==> config.mk <==
export PLATFORM = sky130hd
export DESIGN_NAME = router_src_arbiter_flat
export DESIGN_NICKNAME = d
export VERILOG_FILES = /design/src/rtl/router_src_if.sv /design/src/rtl/router_src_arbiter.sv /design/src/flat_wrapper.sv
export SDC_FILE = /design/constraint.sdc
export NUM_CORES = 1
export LEC_CHECK = 0
export CORE_AREA = 5 5 59 82
export DETAILED_ROUTE_END_ITERATION = 7
export DIE_AREA = 0 0 64 87
export GPL_TIMING_DRIVEN = 0
export PLACE_DENSITY_LB_ADDON = 0.12
export SLEW_MARGIN = 10
export SYNTH_ARGS = -nofsm -noshare
export SYNTH_HDL_FRONTEND = slang
export SYNTH_SLANG_ARGS = --single-unit
==> constraint.sdc <==
create_clock -name clock -period 4 [get_ports clock]
set_input_delay 0.4 -clock clock [delete_from_list [all_inputs] [get_ports clock]]
set_output_delay 0.4 -clock clock [all_outputs]
set_load 0.01 [all_outputs]
==> src/rtl/router_src_if.sv <==
// Source-side bundle between the packet sources and the router input arbiter.
// master = source/router side, slave = arbiter.
interface router_src_if #(
  parameter int NUM_SRC = 3,
  parameter int DATA_W  = 8
);
  logic [NUM_SRC-1:0]        req;
  logic [NUM_SRC*DATA_W-1:0] src_data;
  logic                      busy;
  logic [NUM_SRC-1:0]        gnt;
  logic [NUM_SRC-1:0]        src_adv;
  logic [DATA_W-1:0]         data_out;
  logic                      pkt_valid;
  logic                      abort;

  modport master (
    output req, src_data, busy,
    input  gnt, src_adv, data_out, pkt_valid, abort
  );

  modport slave (
    input  req, src_data, busy,
    output gnt, src_adv, data_out, pkt_valid, abort
  );
endinterface

==> src/rtl/router_src_arbiter.sv <==
// Round-robin, packet-granular arbiter sharing the byte-wide router input port.
// Optional busy watchdog enabled by defining ROUTER_ARB_TIMEOUT_EN.
//
// state | meaning
// IDLE  | no grant; pick next requester from rr_ptr upward
// HDR   | granted source presents header byte
// PAY   | payload bytes, counted against header length
// PAR   | parity byte; grant drops after it transfers
module router_src_arbiter #(
  parameter int NUM_SRC        = 3,
  parameter int DATA_W         = 8,
  parameter int LEN_W          = DATA_W - 2,
  parameter int TIMEOUT_CYCLES = 255
) (
  input  logic        clock,
  input  logic        resetn,
  router_src_if.slave bus
);
  localparam int SEL_W = $clog2(NUM_SRC);

  if (NUM_SRC < 2 || NUM_SRC > 8 || LEN_W != DATA_W - 2 || TIMEOUT_CYCLES < 1) begin : g_bad_param
    $error("router_src_arbiter: illegal parameter combination");
  end

  typedef enum logic [1:0] {IDLE, HDR, PAY, PAR} state_t;

  state_t             state_q, state_d;
  logic [NUM_SRC-1:0] gnt_q, gnt_d;
  logic [SEL_W-1:0]   sel_q, sel_d;
  logic [SEL_W-1:0]   rr_ptr_q, rr_ptr_d;
  logic [LEN_W-1:0]   len_q, len_d;
  logic [LEN_W-1:0]   cnt_q, cnt_d;

  logic [DATA_W-1:0]  data_mux;
  logic [LEN_W-1:0]   hdr_len;
  logic [SEL_W-1:0]   pick;
  logic [SEL_W-1:0]   sel_inc;
  logic               found;
  logic               beat;
  logic               timeout;

  // One-hot grant makes an OR-mux sufficient, and gives 0 when idle.
  always_comb begin
    data_mux = '0;
    for (int i = 0; i < NUM_SRC; i++) begin
      if (gnt_q[i]) data_mux |= bus.src_data[i*DATA_W +: DATA_W];
    end
  end

  assign hdr_len = data_mux[DATA_W-1:2];
  assign beat    = (state_q != IDLE) && !bus.busy;
  assign sel_inc = (sel_q == SEL_W'(NUM_SRC - 1)) ? '0 : sel_q + SEL_W'(1);

  // Two passes: requesters at or above rr_ptr first, then wrap to the low ones.
  always_comb begin
    found = 1'b0;
    pick  = '0;
    for (int i = 0; i < NUM_SRC; i++) begin
      if (!found && bus.req[i] && i >= int'(rr_ptr_q)) begin
        found = 1'b1;
        pick  = SEL_W'(i);
      end
    end
    for (int i = 0; i < NUM_SRC; i++) begin
      if (!found && bus.req[i]) begin
        found = 1'b1;
        pick  = SEL_W'(i);
      end
    end
  end

`ifdef ROUTER_ARB_TIMEOUT_EN
  localparam int BUSY_W = $clog2(TIMEOUT_CYCLES + 1);

  logic [BUSY_W-1:0] busy_cnt_q, busy_cnt_d;
  logic              abort_q;

  assign timeout = (state_q != IDLE) && bus.busy &&
                   (busy_cnt_q == BUSY_W'(TIMEOUT_CYCLES - 1));

  always_comb begin
    busy_cnt_d = busy_cnt_q + BUSY_W'(1);
    if (state_q == IDLE || !bus.busy || timeout) busy_cnt_d = '0;
  end

  always_ff @(posedge clock) begin
    if (!resetn) begin
      busy_cnt_q <= '0;
      abort_q    <= 1'b0;
    end else begin
      busy_cnt_q <= busy_cnt_d;
      abort_q    <= timeout;
    end
  end

  assign bus.abort = abort_q;
`else
  assign timeout   = 1'b0;
  assign bus.abort = 1'b0;
`endif

  always_comb begin
    state_d  = state_q;
    gnt_d    = gnt_q;
    sel_d    = sel_q;
    rr_ptr_d = rr_ptr_q;
    len_d    = len_q;
    cnt_d    = cnt_q;
    unique case (state_q)
      IDLE: begin
        if (found) begin
          gnt_d   = NUM_SRC'(1) << pick;
          sel_d   = pick;
          state_d = HDR;
        end
      end
      HDR: begin
        if (beat) begin
          len_d   = hdr_len;
          cnt_d   = '0;
          state_d = (hdr_len == '0) ? PAR : PAY;
        end
      end
      PAY: begin
        // Compare precedes the increment, so cnt tops out at len and never wraps.
        if (beat) begin
          cnt_d = cnt_q + LEN_W'(1);
          if (cnt_q == len_q - LEN_W'(1)) state_d = PAR;
        end
      end
      PAR: begin
        if (beat) begin
          gnt_d    = '0;
          rr_ptr_d = sel_inc;
          state_d  = IDLE;
        end
      end
      default: state_d = IDLE;
    endcase
    if (timeout) begin
      gnt_d    = '0;
      rr_ptr_d = sel_inc;
      state_d  = IDLE;
    end
  end

  always_ff @(posedge clock) begin
    if (!resetn) begin
      state_q  <= IDLE;
      gnt_q    <= '0;
      sel_q    <= '0;
      rr_ptr_q <= '0;
      len_q    <= '0;
      cnt_q    <= '0;
    end else begin
      state_q  <= state_d;
      gnt_q    <= gnt_d;
      sel_q    <= sel_d;
      rr_ptr_q <= rr_ptr_d;
      len_q    <= len_d;
      cnt_q    <= cnt_d;
    end
  end

  assign bus.gnt       = gnt_q;
  assign bus.src_adv   = gnt_q & {NUM_SRC{beat}};
  assign bus.data_out  = data_mux;
  assign bus.pkt_valid = (state_q == HDR) || (state_q == PAY);
endmodule

==> src/flat_wrapper.sv <==
// flat-port wrapper written by rule: the top's interface ports become plain ports
module router_src_arbiter_flat 
#(
  parameter int NUM_SRC        = 3,
  parameter int DATA_W         = 8,
  parameter int LEN_W          = DATA_W - 2,
  parameter int TIMEOUT_CYCLES = 255
)
  (clock, resetn, bus_req, bus_src_data, bus_busy, bus_gnt, bus_src_adv, bus_data_out, bus_pkt_valid, bus_abort);
  router_src_if #(.NUM_SRC(NUM_SRC), .DATA_W(DATA_W)) bus_i ();
  input  logic clock;
  input  logic resetn;
  input wire logic [$bits(bus_i.req)-1:0] bus_req;
  input wire logic [$bits(bus_i.src_data)-1:0] bus_src_data;
  input wire logic [$bits(bus_i.busy)-1:0] bus_busy;
  output wire logic [$bits(bus_i.gnt)-1:0] bus_gnt;
  output wire logic [$bits(bus_i.src_adv)-1:0] bus_src_adv;
  output wire logic [$bits(bus_i.data_out)-1:0] bus_data_out;
  output wire logic [$bits(bus_i.pkt_valid)-1:0] bus_pkt_valid;
  output wire logic [$bits(bus_i.abort)-1:0] bus_abort;
  assign bus_i.req = bus_req;
  assign bus_i.src_data = bus_src_data;
  assign bus_i.busy = bus_busy;
  assign bus_gnt = bus_i.gnt;
  assign bus_src_adv = bus_i.src_adv;
  assign bus_data_out = bus_i.data_out;
  assign bus_pkt_valid = bus_i.pkt_valid;
  assign bus_abort = bus_i.abort;
  router_src_arbiter #(.NUM_SRC(NUM_SRC), .DATA_W(DATA_W), .LEN_W(LEN_W), .TIMEOUT_CYCLES(TIMEOUT_CYCLES)) u_core (.clock(clock), .resetn(resetn), .bus(bus_i));
endmodule
==> impl_metrics.tcl, run 1 <==
set metrics [dict create \
    status "finished, final reports clean" \
    tightest_slew_ns 0.576 \
    design_area_um2 1870 \
    syn-num-nets 205 \
    placed_cell_area_um2 1820 \
    async_flop_share_pct 0 \
    dieArea_um2 5570 \
    grt_pass1_vias 1353 \
    max_slew_margin_pct 61.6 \
    synth_cell_type_count 42 \
    yosys_warnings 0 \
    synth_cells 169 \
    netlist_area_um2 1340 \
    nNetsFinal 253 \
    cp.arrival_ns 2.34 \
    crit_fanout 10 \
    clk_pin_slew_ns 0.07 \
    whs_ns 0.517 \
    cts_root_buffer "clkbuf_8" \
    finalCriticalPeriod_ns 2.74 \
    grt_first_pass_wirelength_um 6100 \
    track_usage_pct 13.6 \
    setup_tns_ns 0 \
    syn_to_final_growth_pct 39.9 \
    rows 28 \
    start_kind "flip-flop" \
    worstPathCellList "inv_1 -> ha_1 -> nor2_1 -> clkbuf_1 -> and2_1 -> clkdlybuf4s50_1" \
    fin_worst_skew_ns 0.00569 \
    drive_gt1_share_pct 3.24 \
    regToRegSetupSlack_ns 1.37 \
    setup_viol 0 \
    diodes 0 \
    cp_top_family "buffers and inverters" \
    die_y_um 87 \
    ioPinCount 46 \
    ctsHoldBuffers 0 \
    io_buffers 43 \
    htree_levels 1 \
    maxCapViolations 0 \
    power_density_nw_per_um2 448 \
    cts_buffers 3 \
    routedWlPerCell_um 14.9 \
    crit_path_end_kind "primary output" \
    num_vias 1387 \
    hold_class "reg -> reg" \
    crit_required_ns 3.60 \
    setup_ws_ns 1.26 \
    stdcell_count 261 \
    cp.buffers_inverters 3 \
    leakagePower_nw 0.795 \
    ys_ff_latch 21 \
    post-cts-setup-buffers 0 \
    critPathSlowestCell "clkdlybuf4s50_1" \
    drtIter0Drc 69 \
    synth-edff-count 0 \
    hold_viol 0 \
    gp_congestion 0.765 \
    slowest_delay_ns 0.54 \
    synth_flop_cell "dfxtp_1" \
    cts_buffer_depth 2 \
    viasPerCell 5.31 \
    utilization_pct 45.6 \
    antenna_found_initial 0 \
    cts_tree "built" \
    cts.repair.resized 0 \
    finalWirelength_um 3900 \
    placed_cells 257 \
    clk_latency_ns 0.26 \
    avgSynthCellArea_um2 7.90 \
    finalCritPeriodShare_pct 68.5 \
    dr.pass1.iters 7 \
    routed.top_layer "met4" \
    drtAntennaViolNets 0 \
    seq_area_frac_synth_pct 31.5 \
    rsz0062_at_grt "false" \
    critical_path_class "reg -> out" \
    start_util_pct 32.6 \
    max_freq_mhz 365 \
    wl_met2_um 2210 \
    m1WireLength_um 1530 \
    drc 0 \
    slew_violations 0 \
    cts_sinks 21 \
    grt_remaining_overflow 0 \
    dr_wl_met3_um 74 \
    pre_cts_slack_ns 1.36 \
    die_x_um 64 \
    fp.coreArea_um2 4100 \
    total_power_mw 0.836 \
    ir_worst_vdd_uv 248 \
    dp_hpwl_um 3160 \
    num-fill-cells 453 \
    grt_max_degree 13 \
]
cells in the final DEF, fill, tap and decap left out, drive strengths merged, types with 2 or more instances in the layout:
master | synthesis | routed
a21oi | 10 | 10
a222oi | 7 | 7
a22oi | 2 | 2
a311oi | 2 | 2
and2 | 6 | 6
clkbuf | 7 | 10
clkdlybuf4s50 | 0 | 43
dfxtp | 21 | 21
ha | 6 | 6
inv | 15 | 15
mux2i | 3 | 3
nand2 | 20 | 20
nand2b | 2 | 2
nand3 | 3 | 3
nand4 | 3 | 3
nor2 | 10 | 10
nor2b | 9 | 9
nor3 | 2 | 2
nor3b | 2 | 2
nor4 | 2 | 2
o211a | 4 | 4
o21ai | 8 | 8
xnor2 | 2 | 2
xor2 | 6 | 6
cell families after synthesis:
family	after synthesis	share of synthesized area (%)
DFF	21	31.5
and+or+nand+nor	66	25.8
other	1	0.281
AOI/OAI and AO/OA	41	22.6
buffers and inverters	23	6.75
xor gates and xnor gates	8	5.25
adders and majority gates	6	5.62
muxes	3	2.25
worst paths after layout:
kind / start / endpoint / depth (start not counted)
setup / recovery: u_core.state_q[0] / bus_src_adv[2] / 6
hold reg to reg: u_core.state_q[0] / u_core.state_q[0] / 2
setup reg to reg: u_core.state_q[0] / u_core.state_q[1] / 9
hold / removal: u_core.state_q[0] / u_core.state_q[0] / 2
final cells by class:
cell class / instances / area, um2 / area share (%)
clock inverters: 1 / 5.00 / 0.268
multi-input cells: 125 / 825 / 44.1
inverters: 15 / 56.3 / 3.01
clock buffers: 3 / 41.3 / 2.21
plain buffers: 8 / 33.8 / 1.81
repair buffers: 43 / 430 / 23.0
well taps: 45 / 56.3 / 3.01
flip-flops and latches: 21 / 420 / 22.5
flip-flops by register name, summed over array words and instances, names as in the netlist:
name	count
u_core.state_q	2
u_core.bus.gnt	3
u_core.sel_q	2
u_core.cnt_q	6
u_core.rr_ptr_q	2
u_core.len_q	6
synthesized netlist by cell type, drive strengths merged, types with 4 or more instances:
master / count / area [um2]
dfxtp: 21 / 420
nand2: 20 / 75.1
inv: 15 / 56.3
a21oi: 10 / 50.1
nor2: 10 / 37.5
nor2b: 9 / 56.3
o21ai: 8 / 40.0
a222oi: 7 / 70.1
clkbuf: 7 / 26.3
and2: 6 / 37.5
ha: 6 / 75.1
xor2: 6 / 52.6
o211a: 4 / 40.0
layer usage:
layer / track usage (%) / up-vias
met5: 0 / -
met4: 5.67 / 0
met3: 1.81 / 7
met2: 25.8 / 18
met1: 14.7 / 668
li1: - / 694
worst min-delay path: cells and delay by family, from the launching register on:
| kind | cells | cell delay (ns) |
|---|---|---|
| muxes | 1 | 0.05 |
| and+or+nand+nor | 1 | 0.07 |
| DFF | 1 | 0.35 |
power breakdown:
group	switching, mW	leakage (nW)	internal (mW)
Combinational	0.223	0.599	0.211
Sequential	0.0261	0.170	0.236
Clock	0.0704	0.0255	0.0694
No activity file was read; power rests on OpenSTA's default activity.
==> run 2, diff against run 1 <==
Clock period 4 ns to 2.25 ns, I/O delays scaled along.
==> run 2 against run 1 <==
Count of clock-buffer cells in the layout unchanged. Setup slack worse by 1.2 ns. Hold slack worse by 0.16 ns. First-iteration DRC count down 49%. Sequential power up 82%. Register-to-register slack worse by 1.2 ns. Wire length up 1.5%. Global-route usage up 0.11 points. Sequential cell count unchanged. Highest routed layer unchanged.
==> impl_metrics.tcl, run 2 (synthesized netlist as in run 1, its figures left out) <==
set metrics [dict create \
    start_util_pct 32.6 \
    slew_violations 0 \
    ctsHoldBuffers 0 \
    critical_path_class "reg -> out" \
    die_x_um 64 \
    holdPathStages 3 \
    critPathLaunch "u_core.state_q[0]" \
    stdcell_count 268 \
    r2r_start "u_core.len_q[1]" \
    clk_pin_slew_ns 0.07 \
    fin_worst_skew_ns 0.00648 \
    grt_pass1_vias 1369 \
    seq_power_share_pct 29.6 \
    syn_to_final_growth_pct 47.0 \
    cts_buffers 3 \
    gp_congestion 0.765 \
    placed_cell_area_um2 1820 \
    layout_commonest_cell "clkdlybuf4s50_1" \
    antenna_found_initial 0 \
    crit_required_ns 2.03 \
    htree_levels 1 \
    cts_buffer_depth 2 \
    drtAntennaViolNets 0 \
    multi_input_area_um2 842 \
    grt_first_pass_wirelength_um 6150 \
    nNetsFinal 260 \
    die_y_um 87 \
    cp.arrival_ns 1.92 \
    rows 28 \
    cts_sinks 21 \
    hold_viol 0 \
    p_int_mw 1.01 \
    ioPinCount 46 \
    status "finished, final reports clean" \
    regToRegSetupSlack_ns 0.14 \
    cts_root_buffer "clkbuf_8" \
    power_density_nw_per_um2 819 \
    mostFrequentLayoutCells "clkdlybuf4s50_1, nand2_1, dfxtp_1" \
    placed_cells 257 \
    finalCritPeriodShare_pct 95.1 \
    cts_tree "built" \
    power_switching_mw 0.594 \
    clk_latency_ns 0.26 \
    r2r_end "u_core.state_q[1]" \
    setup_tns_ns 0 \
    p_clk_share_pct 15.6 \
    design_area_um2 1960 \
    dp_hpwl_um 3160 \
    viasPerCell 5.21 \
    hp-start "resetn" \
    pre_cts_slack_ns -0.370 \
    num-fill-cells 449 \
    maxCapViolations 0 \
    leakagePower_nw 0.853 \
    drc 0 \
    fp.coreArea_um2 4100 \
    regArea_um2 433 \
    min_to "u_core.state_q[0]" \
    track_usage_pct 13.7 \
    crit_fanout 10 \
    grt_remaining_overflow 0 \
    utilization_pct 47.9 \
    dr.pass1.iters 4 \
    diodes 0 \
    drive_gt1_share_pct 9.87 \
    drtIter0Drc 35 \
    combinationalPowerShare_pct 54.7 \
    io_buffers 43 \
    num_vias 1396 \
    start_kind "flip-flop" \
    ir_worst_vdd_uv 436 \
    setup_ws_ns 0.109 \
    routedWlPerCell_um 14.8 \
    dieArea_um2 5570 \
    rr_worst_depth 9 \
    crit_path_end_kind "primary output" \
    setup_viol 0 \
    rsz0062_at_grt "true" \
    hold_class "in -> reg" \
    finalCriticalPeriod_ns 2.14 \
    swShare_pct 37.0 \
    finalWirelength_um 3960 \
    grt_max_degree 13 \
    max_freq_mhz 467 \
]
## run 2: changes by cell type in the layout (fill, tap and decap cells not counted), moves of 2 or more
| cell | previous run | this run |
|---|---|---|
| ha_1 | 6 | 4 |
| dfxtp_4 | 0 | 3 |
| buf_4 | 1 | 8 |
| dfxtp_1 | 21 | 17 |
## run 2: final cells by class
class	instances	area share (%)
plain buffers	8	2.23
clock buffers	3	2.10
clock inverters	1	0.255
inverters	15	2.87
multi-input cells	125	42.9
flip-flops and latches	21	22.1
well taps	45	2.87
repair buffers	50	24.7
## run 2: worst max-delay path, cell delays in order, from the launching register on
cell,delay [ns]
dfxtp_4,0.37
inv_1,0.09
ha_4,0.20
nor2_2,0.13
clkbuf_8,0.18
and2_1,0.14
clkdlybuf4s50_1,0.55
## run 2: per-layer routing
metal | GRT usage [%] | part of all wire [%] | vias to the layer above
met3 | 1.81 | 3.0 | 8
li1 | - | - | 711
met1 | 14.7 | 37 | 650
met5 | 0 | 0 | -
met4 | 5.67 | 2.5 | 0
met2 | 26.2 | 57 | 27
## run 2: power by group through the flow
| stage | combinational (mW) | clock, mW | sequential, mW |
|---|---|---|---|
| 5_1_grt | 0.963 | 0.275 | 0.486 |
| 3_5_place_dp | 0.779 | 0 | 0.475 |
| 2_1_floorplan | 0.476 | 0 | 0.470 |
| 6_report | 0.879 | 0.251 | 0.476 |
| 3_3_place_gp | 0.761 | 0 | 0.473 |
| 4_1_cts | 0.821 | 0.256 | 0.471 |
## run 2: stage by stage
step,power [mW],hold WS [ns]
after floorplan,0.946,0.405
after global placement,1.23,0.495
after detailed placement,1.25,0.511
after CTS,1.55,0.368
after global routing,1.72,0.413
final,1.61,0.360
## run 2: worst max-delay path by stage
stage	slack (ns)	to
floorplan	0.12	u_core.state_q[0]
global placement	-0.32	u_core.state_q[0]
detailed placement	-0.37	u_core.state_q[1]
CTS	0.001	u_core.state_q[1]
global route	-0.03	bus_data_out[3]
finish	0.11	bus_src_adv[2]
## run 2: repair_timing
item / in CTS / in global routing
gates resized for setup: 10 / 5
buffers inserted: 1 / 6
endpoints found under the setup margin: 9 / 9
pin swaps: 1 / 8
==> run 3, diff against run 2 <==
Settings changed: CORE_AREA 5 5 59 82 to 5 5 55 76, DIE_AREA 0 0 64 87 to 0 0 60 81.
==> run 3 against run 2 <==
Sequential cell count did not move. Global-route usage grew 2.1 points. Critical path depth fell by 2. Final area is 0.51% higher. First-iteration DRC count is 83% higher. Sequential share of layout area fell by 0.37 points. Critical path type unchanged. Largest cell class unchanged.
==> impl_metrics.tcl, run 3 (synthesized netlist as in run 1, its figures left out) <==
set metrics [dict create \
    grt_pass1_vias 1436 \
    seq_power_share_pct 29.3 \
    ctsHoldBuffers 0 \
    finalCriticalPeriod_ns 2.15 \
    cts_buffers 3 \
    drtAntennaViolNets 0 \
    drc 0 \
    cts_sinks 21 \
    rows 25 \
    rsz0062_at_grt "false" \
    dr.pass1.iters 6 \
    ioPinCount 46 \
    rr_worst_depth 9 \
    gp_congestion 0.808 \
    layout_commonest_cell "clkdlybuf4s50_1" \
    dp_hpwl_um 2930 \
    cts_buffer_depth 2 \
    nNetsFinal 259 \
    holdPathStages 3 \
    start_util_pct 39.5 \
    status "finished, final reports clean" \
    clk_pin_slew_ns 0.08 \
    die_y_um 81 \
    setup_viol 0 \
    drtIter0Drc 64 \
    hold_class "in -> reg" \
    crit_fanout 10 \
    cts_tree "built" \
    num_vias 1411 \
    antenna_found_initial 0 \
    p_clk_share_pct 15.8 \
    p_int_mw 1.02 \
    io_buffers 43 \
    maxCapViolations 0 \
    max_freq_mhz 465 \
    start_kind "flip-flop" \
    met3_usage_pct 3.02 \
    cp.arrival_ns 1.93 \
    hold_viol 0 \
    finalWirelength_um 3750 \
    ir_worst_vdd_uv 422 \
    power_density_nw_per_um2 820 \
    leakagePower_nw 0.880 \
    num-fill-cells 328 \
    grtUsageMet2_pct 30.2 \
    diodes 0 \
    crit_required_ns 2.03 \
    routedWlPerCell_um 14.3 \
    htree_levels 1 \
    mostFrequentLayoutCells "clkdlybuf4s50_1, nand2_1, dfxtp_1" \
    dieArea_um2 4860 \
    setup_tns_ns 0 \
    grt_max_degree 14 \
    grt_remaining_overflow 0 \
    die_x_um 60 \
    track_usage_pct 15.9 \
    swShare_pct 37.1 \
    syn_to_final_growth_pct 47.8 \
    pre_cts_slack_ns -0.380 \
    grt_use_met1_pct 16.6 \
    critical_path_class "reg -> out" \
    utilization_pct 58.4 \
    placed_cells 252 \
    cts_root_buffer "clkbuf_8" \
    top_usage_layer "met2" \
    fin_worst_skew_ns 0.00658 \
    power_switching_mw 0.601 \
    combinationalPowerShare_pct 54.9 \
    finalCritPeriodShare_pct 95.6 \
    setup_ws_ns 0.0986 \
    fp.coreArea_um2 3380 \
    crit_path_end_kind "primary output" \
    slew_violations 0 \
    grt_first_pass_wirelength_um 6060 \
    stdcell_count 262 \
    drive_gt1_share_pct 10.8 \
    clk_latency_ns 0.27 \
    viasPerCell 5.39 \
]
-- run 3: cell count changes in the layout (fill, tap and decap cells not counted), sizes merged --
cell	before	now
clkinvlp	0	1
buf	8	7
dlymetal6s2s	1	2
clkinv	1	0
clkdlybuf4s50	42	41
-- run 3: stage by stage --
step | cell area, um2 | hold WS [ns] | power [mW]
detailed placement | 1820 | 0.507 | 1.24
CTS | 1890 | 0.367 | 1.55
global route | 1970 | 0.418 | 1.73
finish | 1970 | 0.378 | 1.62
floorplan | 1340 | 0.405 | 0.946
global placement | 1820 | 0.493 | 1.23
-- run 3: path summary, 6_finish.rpt --
path	from	end	slack, ns
max	u_core.bus.gnt[0]	bus_data_out[2]	0.1
min	resetn	u_core.state_q[1]	0.38
max reg2reg	u_core.len_q[0]	u_core.state_q[0]	0.13
min reg2reg	u_core.state_q[1]	u_core.state_q[1]	0.50
-- run 3: critical path, cell delays in order (launching register included) --
cell and delay, ns:
dfxtp_1 0.31, clkbuf_1 0.22, a222oi_1 0.53, inv_1 0.11
clkdlybuf4s50_1 0.50
-- run 3: cell type report --
class                   instances  area, um2  share of cell area (%)
plain buffers                   8       43.8                    2.22
clock buffers                   3       41.3                    2.09
clock inverters                 1       7.51                   0.380
inverters                      15       56.3                    2.85
multi-input cells             125        866                    43.9
flip-flops and latches         21        428                    21.7
well taps                      40       50.0                    2.54
repair buffers                 49        480                    24.4
-- run 3: what timing repair did --
action,4_1_cts,5_1_grt
setup endpoints to repair,6,9
pin swaps,3,8
setup buffers,1,5
gates resized for setup,10,9
-- run 3: power by group through the flow --
stage | combinational [mW] | sequential [mW] | clock (mW)
global route | 0.979 | 0.480 | 0.274
global placement | 0.755 | 0.474 | 0
detailed placement | 0.769 | 0.476 | 0
finish | 0.889 | 0.474 | 0.256
CTS | 0.814 | 0.474 | 0.263
floorplan | 0.476 | 0.470 | 0
-- run 3: routing by layer --
layer	vias to the layer above	part of all wire (%)
li1	707	-
met1	671	39
met2	26	55
met3	7	3.4
met4	0	1.7
met5	-	0
